## src/rtl/tdm_demux10_if.sv

```systemverilog
`default_nettype none
// ---------------------------------------------------------------------------
// tdm_demux10_if : serial TDM slot input and parallel frame output bundle
// Revision 1.0
// ---------------------------------------------------------------------------
interface tdm_demux10_if #(
  parameter int WIDTH = 1,
  parameter int NCH   = 10
);
  logic [WIDTH-1:0]         din;
  logic                     din_valid;
  logic                     frame_sync;
  logic [NCH*WIDTH-1:0]     dout;
  logic                     frame_valid;
  logic [$clog2(NCH)-1:0]   slot_idx;
  logic                     sync_err;
  logic                     locked;

  modport master (
    output din, din_valid, frame_sync,
    input  dout, frame_valid, slot_idx, sync_err, locked
  );

  modport slave (
    input  din, din_valid, frame_sync,
    output dout, frame_valid, slot_idx, sync_err, locked
  );
endinterface
`default_nettype wire

```

## src/rtl/tdm_demux10.sv

```systemverilog
`default_nettype none
// ---------------------------------------------------------------------------
// tdm_demux10 : frame-aligned TDM demux, serial slots to parallel channel word
// Revision 1.0
// ---------------------------------------------------------------------------
module tdm_demux10 #(
  parameter int WIDTH = 1,
  parameter int NCH   = 10
) (
  input  logic           clk,
  input  logic           rst_n,
  tdm_demux10_if.slave   bus
);

  localparam int SW = $clog2(NCH);
  localparam int DW = NCH * WIDTH;

  typedef enum logic [0:0] {
    S_HUNT = 1'b0,
    S_RECV = 1'b1
  } state_t;

  state_t          state_q, state_d;
  logic [SW-1:0]   slot_q, slot_d;
  logic [DW-1:0]   shadow_q, shadow_d;
  logic [DW-1:0]   dout_q, dout_d;
  logic            fv_q, fv_d;
  logic            serr_q, serr_d;

  always_comb begin
    state_d  = state_q;
    slot_d   = slot_q;
    shadow_d = shadow_q;
    dout_d   = dout_q;
    fv_d     = 1'b0;
    serr_d   = 1'b0;

    if (bus.din_valid) begin
      if (state_q == S_HUNT) begin
        if (bus.frame_sync) begin
          shadow_d[WIDTH-1:0] = bus.din;
          slot_d              = SW'(1);
          state_d             = S_RECV;
        end
      end else if (bus.frame_sync) begin
        // Sync mid-frame: drop the partial frame and restart at slot 0.
        serr_d              = 1'b1;
        shadow_d[WIDTH-1:0] = bus.din;
        slot_d              = SW'(1);
      end else begin
        for (int k = 0; k < NCH; k++) begin
          if (slot_q == SW'(k)) begin
            shadow_d[k*WIDTH +: WIDTH] = bus.din;
          end
        end
        if (slot_q == SW'(NCH-1)) begin
          // Last slot completes the frame; the next frame must begin with a sync.
          dout_d  = shadow_d;
          fv_d    = 1'b1;
          slot_d  = '0;
          state_d = S_HUNT;
        end else begin
          slot_d = slot_q + SW'(1);
        end
      end
    end
  end

  always_ff @(posedge clk or negedge rst_n) begin
    if (!rst_n) begin
      state_q  <= S_HUNT;
      slot_q   <= '0;
      shadow_q <= '0;
      dout_q   <= '0;
      fv_q     <= 1'b0;
      serr_q   <= 1'b0;
    end else begin
      state_q  <= state_d;
      slot_q   <= slot_d;
      shadow_q <= shadow_d;
      dout_q   <= dout_d;
      fv_q     <= fv_d;
      serr_q   <= serr_d;
    end
  end

  assign bus.dout        = dout_q;
  assign bus.frame_valid = fv_q;
  assign bus.slot_idx    = slot_q;
  assign bus.sync_err    = serr_q;
  assign bus.locked      = (state_q == S_RECV);

endmodule
`default_nettype wire
```

## src/flat_wrapper.sv

```systemverilog
// flat-port wrapper written by rule: the top's interface ports become plain ports
module tdm_demux10_flat 
#(
  parameter int WIDTH = 1,
  parameter int NCH   = 10
)
  (clk, rst_n, bus_din, bus_din_valid, bus_frame_sync, bus_dout, bus_frame_valid, bus_slot_idx, bus_sync_err, bus_locked);
  tdm_demux10_if #(.WIDTH(WIDTH), .NCH(NCH)) bus_i ();
  input  logic clk;
  input  logic rst_n;
  input wire logic [$bits(bus_i.din)-1:0] bus_din;
  input wire logic [$bits(bus_i.din_valid)-1:0] bus_din_valid;
  input wire logic [$bits(bus_i.frame_sync)-1:0] bus_frame_sync;
  output wire logic [$bits(bus_i.dout)-1:0] bus_dout;
  output wire logic [$bits(bus_i.frame_valid)-1:0] bus_frame_valid;
  output wire logic [$bits(bus_i.slot_idx)-1:0] bus_slot_idx;
  output wire logic [$bits(bus_i.sync_err)-1:0] bus_sync_err;
  output wire logic [$bits(bus_i.locked)-1:0] bus_locked;
  assign bus_i.din = bus_din;
  assign bus_i.din_valid = bus_din_valid;
  assign bus_i.frame_sync = bus_frame_sync;
  assign bus_dout = bus_i.dout;
  assign bus_frame_valid = bus_i.frame_valid;
  assign bus_slot_idx = bus_i.slot_idx;
  assign bus_sync_err = bus_i.sync_err;
  assign bus_locked = bus_i.locked;
  tdm_demux10 #(.WIDTH(WIDTH), .NCH(NCH)) u_core (.clk(clk), .rst_n(rst_n), .bus(bus_i));
endmodule
```

## config.mk

```make
export PLATFORM = sky130hd
export DESIGN_NAME = tdm_demux10_flat
export DESIGN_NICKNAME = d
export VERILOG_FILES = /design/src/rtl/tdm_demux10_if.sv /design/src/rtl/tdm_demux10.sv /design/src/flat_wrapper.sv
export SDC_FILE = /design/constraint.sdc
export NUM_CORES = 1
export LEC_CHECK = 0
export ABC_AREA = 1
export CAP_MARGIN = 20
export CORE_MARGIN = 2
export CORE_UTILIZATION = 45
export DETAILED_ROUTE_END_ITERATION = 8
export MAX_ROUTING_LAYER = met4
export PLACE_DENSITY = 0.7
export SLEW_MARGIN = 20
export SYNTH_ARGS = -nofsm -noshare
export SYNTH_HDL_FRONTEND = slang
export SYNTH_SLANG_ARGS = --single-unit
```

## constraint.sdc

```tcl
create_clock -name clk -period 2.7 [get_ports clk]
set_clock_uncertainty 0.05 [all_clocks]
set_input_delay 0.675 -clock clk [delete_from_list [all_inputs] [get_ports clk]]
set_output_delay 0.675 -clock clk [all_outputs]
set_load 0.01 [all_outputs]
```

# Yosys cells after proc, flatten, opt, wreduce, memory -nomap -nowiden
# Cells that the tools add are included.
# word_totals
in_bits	5
ff_bits	27
wordCells	50
# classes
add_sub_neg	1
reduce_logical	5
n_mux	27
bitwise	1
eq_ne	9
# ops
operator	count
$mux 1	23
$eq 4x3->1 const B	4
$mux 4	4
$eq 4x2->1 const B	2
$eq 4x4->1 const B	2
$add 4x1->4 const B	1
$eq 4x1->1 const B	1
$logic_not 4->1	1
$reduce_and 4->1	1
$reduce_and 3->1	1
$reduce_and 2->1	1
$reduce_bool 2->1	1
$not 1->1	1

# Depth between registers and ports, before layout
# logic_depth
depth_word	5
ltp_mapped	8
mapped_depth_nobuf	8

# Worst setup path before layout
# No wires, ideal clock.
# synth_timing
path_kind	input to register
start	input port bus_din
end	register u_core.shadow_q[3]
path_slack_ps	1325
required_time_ps	2585
path_stages	5
arrival_time_ps	1260
path_cell_list	clkbuf_1 -> inv_1 -> o21ai_1 -> nand2_1 -> nand2_1
# synth_between
elab_chain_len	1
# synth_rtl
element	line	rtl
from (decl)	flat_wrapper.sv:11	input wire logic [$bits(bus_i.din)-1:0] bus_din;
$mux 1	tdm_demux10.sv:52	if (slot_q == SW'(k)) begin
to (signal assigned)	tdm_demux10.sv:80	shadow_q <= shadow_d;
to (decl)	tdm_demux10.sv:25	logic [DW-1:0] shadow_q, shadow_d;
# Every way passes these cells.
# A chain may end at the register's enable or synchronous reset.

# Worst setup path in the final report
# layout_timing
start	register u_core.slot_q[1], in the netlist u_core.bus.slot_idx[1]
end	output port bus_slot_idx[1]
# layout_lines
element	line	rtl
from (decl)	tdm_demux10.sv:24	logic [SW-1:0] slot_q, slot_d;
from (signal assigned)	tdm_demux10.sv:79	slot_q <= slot_d;
to (decl)	flat_wrapper.sv:16	output wire logic [$bits(bus_i.slot_idx)-1:0] bus_slot_idx;
# No word-level cell between the ends.

==> flow_summary_export.csv <==
group,metric,value,unit
floorplan,io_pins,22,
layout,antennaDiodeCount,0,
yosys,yosysSeqAreaShare,50.6,%
timing,worstMarginPinSlew,499,ps
pwr,seqPwrFrac,49.2,%
timing,period_needed,2170,ps
yosys,synth.avg_cell_area,7.60,sq um
routing,wl_per_cell,12.3,um
worst_setup_path,cp_slowest_cell,"clkdlybuf4s50_1",
clock_tree,clk_path_buf_depth,2,
run,cap_violations,0,
place,hpwl,2030,um
timing,finalHoldViolCount,0,
worst_setup_path,start_kind,"flop",
clock_tree,clock-sinks,26,
yosys,syn_inst,169,
pwr,p_comb_share,22.3,%
yosys,ys_ff_latch,26,
outcome,status,"completed",
place,port_buffers,21,
layout,final_cell_mix,"85 x nand2_1, 26 x dfrtp_1, 21 x clkdlybuf4s50_1, 15 x nand3_1, 14 x inv_1",
layout,area_growth,22.9,%
worst_setup_path,timing.critical_path.buf_inv,1,
layout,drive_gt1_share,7.77,%
timing,period_share,80.2,%
global_routing,antenna_found_initial,0,
worst_setup_path,crit_required,1980,ps
yosys,synthSimpleGateAreaFrac,37.9,%
timing,timing.final.max_slew_violations,0,
layout,layout.nets,199,
min_path,hold_path_startpoint,"u_core.shadow_q[6]$_DFFE_PN0P_",
yosys,synth.distinct_cells,19,
worst_setup_path,worstSetupEndpointType,"output pin",
timing,slew_headroom,66.6,%
global_routing,overflow,0,
routing,drt-pass1-iter-count,5,
pwr,powerDensity,610,mW/mm^2
worst_setup_path,worst-setup-path-type,"reg -> out",
worst_setup_path,path_delay_family,"buffers and inverters",
timing,setup_ws,534,ps
place,place_inst,220,
layout,final_common_cell,"nand2_1",
timing,fmax,0.462,GHz
pwr,clock_power_share,28.5,%
yosys,synth_top_family_by_area,"simple AND/OR/NAND/NOR gates",
yosys,synth_nets,174,
worst_setup_path,cp_slowest_stage_delay,590,ps
min_path,min-delay-path-class,"reg -> reg",
floorplan,start_util,47.0,%
global_routing,grt_max_degree,27,
clock_tree,cts_made_buffers,3,
yosys,synth_area,0.00128,sq mm
yosys,synthXorXnorAreaFrac,0,%
yosys,synth.area.top_cells,"dfrtp_1 51%, nand2_1 25%, nand3_1 5.8%",
yosys,synth-adder-area-share,0,%
clock_tree,htreeDepth,1,
clock_tree,clkLatencyLatePin,330,ps
floorplan,die_h,57.4,um
global_routing,grt_use_total,19.7,%
place,dp_slack,613,ps
yosys,synth_compound_area_share,5.36,%
place,place_congestion,0.912,
floorplan,die_area,0.00330,sq mm
timing,fin_setup_tns,0,ps
worst_setup_path,startpoint,"u_core.bus.slot_idx[1]$_DFFE_PN0P_",
routing,antenna_left,0,
clock_tree,cts-resized-gates,0,
yosys,synthMuxAreaShare,0,%
routing,drtIter0Drc,56,
clock_tree,cts_tree,"done",
pwr,p_sw,286,uW
pwr,p_leak,0.859,nW
worst_setup_path,arrival,1440,ps
floorplan,die_w,57.4,um
pwr,peakVddDrop,0.000364,V
yosys,synth.yosys.warnings,0,
place,postPlaceCellArea,0.00153,sq mm
global_routing,grt_pass1_vias,1095,
worst_setup_path,crit_chain,"clkdlybuf4s50_1",
floorplan,core,0.00273,sq mm
yosys,yosysTopAreaCell,"dfrtp_1",
clock_tree,clkTransAtPathRegs,150,ps
clock_tree,cts_setup_buffers,0,
clock_tree,holdBufCountCts,0,
layout,fin_area,0.00158,sq mm
timing,setup_viol,0,
yosys,synth_top_area_share,50.6,%
worst_setup_path,path_max_fanout,6,
global_routing,grt_pass1_wl,4860,um
clock_tree,cts_root_buffer,"clkbuf_4",
routing,avgViaCountPerCell,5.08,
worst_setup_path,regToRegStartpoint,"u_core.bus.slot_idx[2]$_DFFE_PN0P_",
pwr,p_int,677,uW
routing,wirelength,2760,um
pwr,swShare,29.7,%
floorplan,rows,19,
layout,fin_cells,224,
routing,drc_errors,0,
timing,rsz0062_at_grt,"no",
routing,num_vias,1137,
routing by layer:
metal | vias to the layer above | global-route usage [%] | share of wire [%] | wire length, um
li1 | 574 | - | - | -
met1 | 523 | 25.8 | 47 | 1290
met2 | 36 | 31.5 | 47 | 1310
met3 | 4 | 2.95 | 4.9 | 136
met4 | 0 | 6.31 | 1.1 | 31
met5 | - | - | 0 | 0
worst register-to-register path: stages (launching register included):
cell     delay, ps
dfrtp_1        480
nor2_1         430
nand2_1        140
o21ai_1        200
nand2_1         70
nand2_1         60
final cells by class:
cell class / count / area, sq um
Timing Repair Buffer: 23 / 225
Inverter: 15 / 56.3
Clock buffer: 3 / 22.5
Sequential cell: 26 / 651
Fill cell: 250 / 1150
Multi-Input combinational cell: 125 / 556
Tap cell: 31 / 38.8
Clock inverter: 1 / 30.0
synth_stat cells:
library cell / n
inv_2: 1
nor2_2: 3
nand3_1: 15
clkbuf_1: 1
nand2_2: 2
nand2_1: 85
o21a_1: 1
o22ai_1: 1
buf_4: 1
o21ai_1: 3
nor2_1: 5
nand2_4: 1
dfrtp_1: 26
buf_6: 1
o21ai_0: 5
nor2_8: 1
nor2_4: 1
inv_1: 14
o21bai_1: 2
power groups by stage:
stage               Sequential (mW)  Combinational [mW]  Clock (mW)
finish                        0.474               0.214       0.274
global route                  0.481               0.247       0.294
CTS                           0.474               0.216       0.282
detailed placement            0.481               0.215           0
global placement              0.479               0.210           0
floorplan                     0.481               0.133           0
logic make-up (layout without fill, tap and decap cells):
| kind of cell | Yosys count | in the layout |
|---|---|---|
| flops | 26 | 26 |
| compound gates | 12 | 12 |
| simple gates | 113 | 113 |
| buf+inv | 18 | 42 |
flip-flops by register name, summed over array words and instances (netlist names):
name                    flops
u_core.bus.dout            10
u_core.shadow_q             9
u_core.bus.slot_idx         4
u_core.bus.frame_valid      1
u_core.bus.locked           1
u_core.bus.sync_err         1
stage by stage:
stage / total power, mW / util (%) / hold slack (ps)
2_1_floorplan: 0.614 / - / 329
3_3_place_gp: 0.689 / 55.8 / 410
3_5_place_dp: 0.696 / 55.8 / 415
4_1_cts: 0.972 / 57.8 / 450
5_1_grt: 1.02 / 57.8 / 458
6_report: 0.962 / 57.8 / 447
final timing paths:
check / cells after the start / slack (ps) / end
setup / recovery: 1 / 530 / bus_slot_idx[1]
hold / removal: 2 / 450 / u_core.shadow_q[6]$_DFFE_PN0P_
setup reg to reg: 5 / 1230 / u_core.shadow_q[3]$_DFFE_PN0P_
hold reg to reg: 2 / 450 / u_core.shadow_q[6]$_DFFE_PN0P_
max in group asynchronous: 2 / 1710 / u_core.shadow_q[4]$_DFFE_PN0P_
min in group asynchronous: 2 / 640 / u_core.shadow_q[0]$_DFFE_PN0P_
Power figures use the tool's default switching activity.
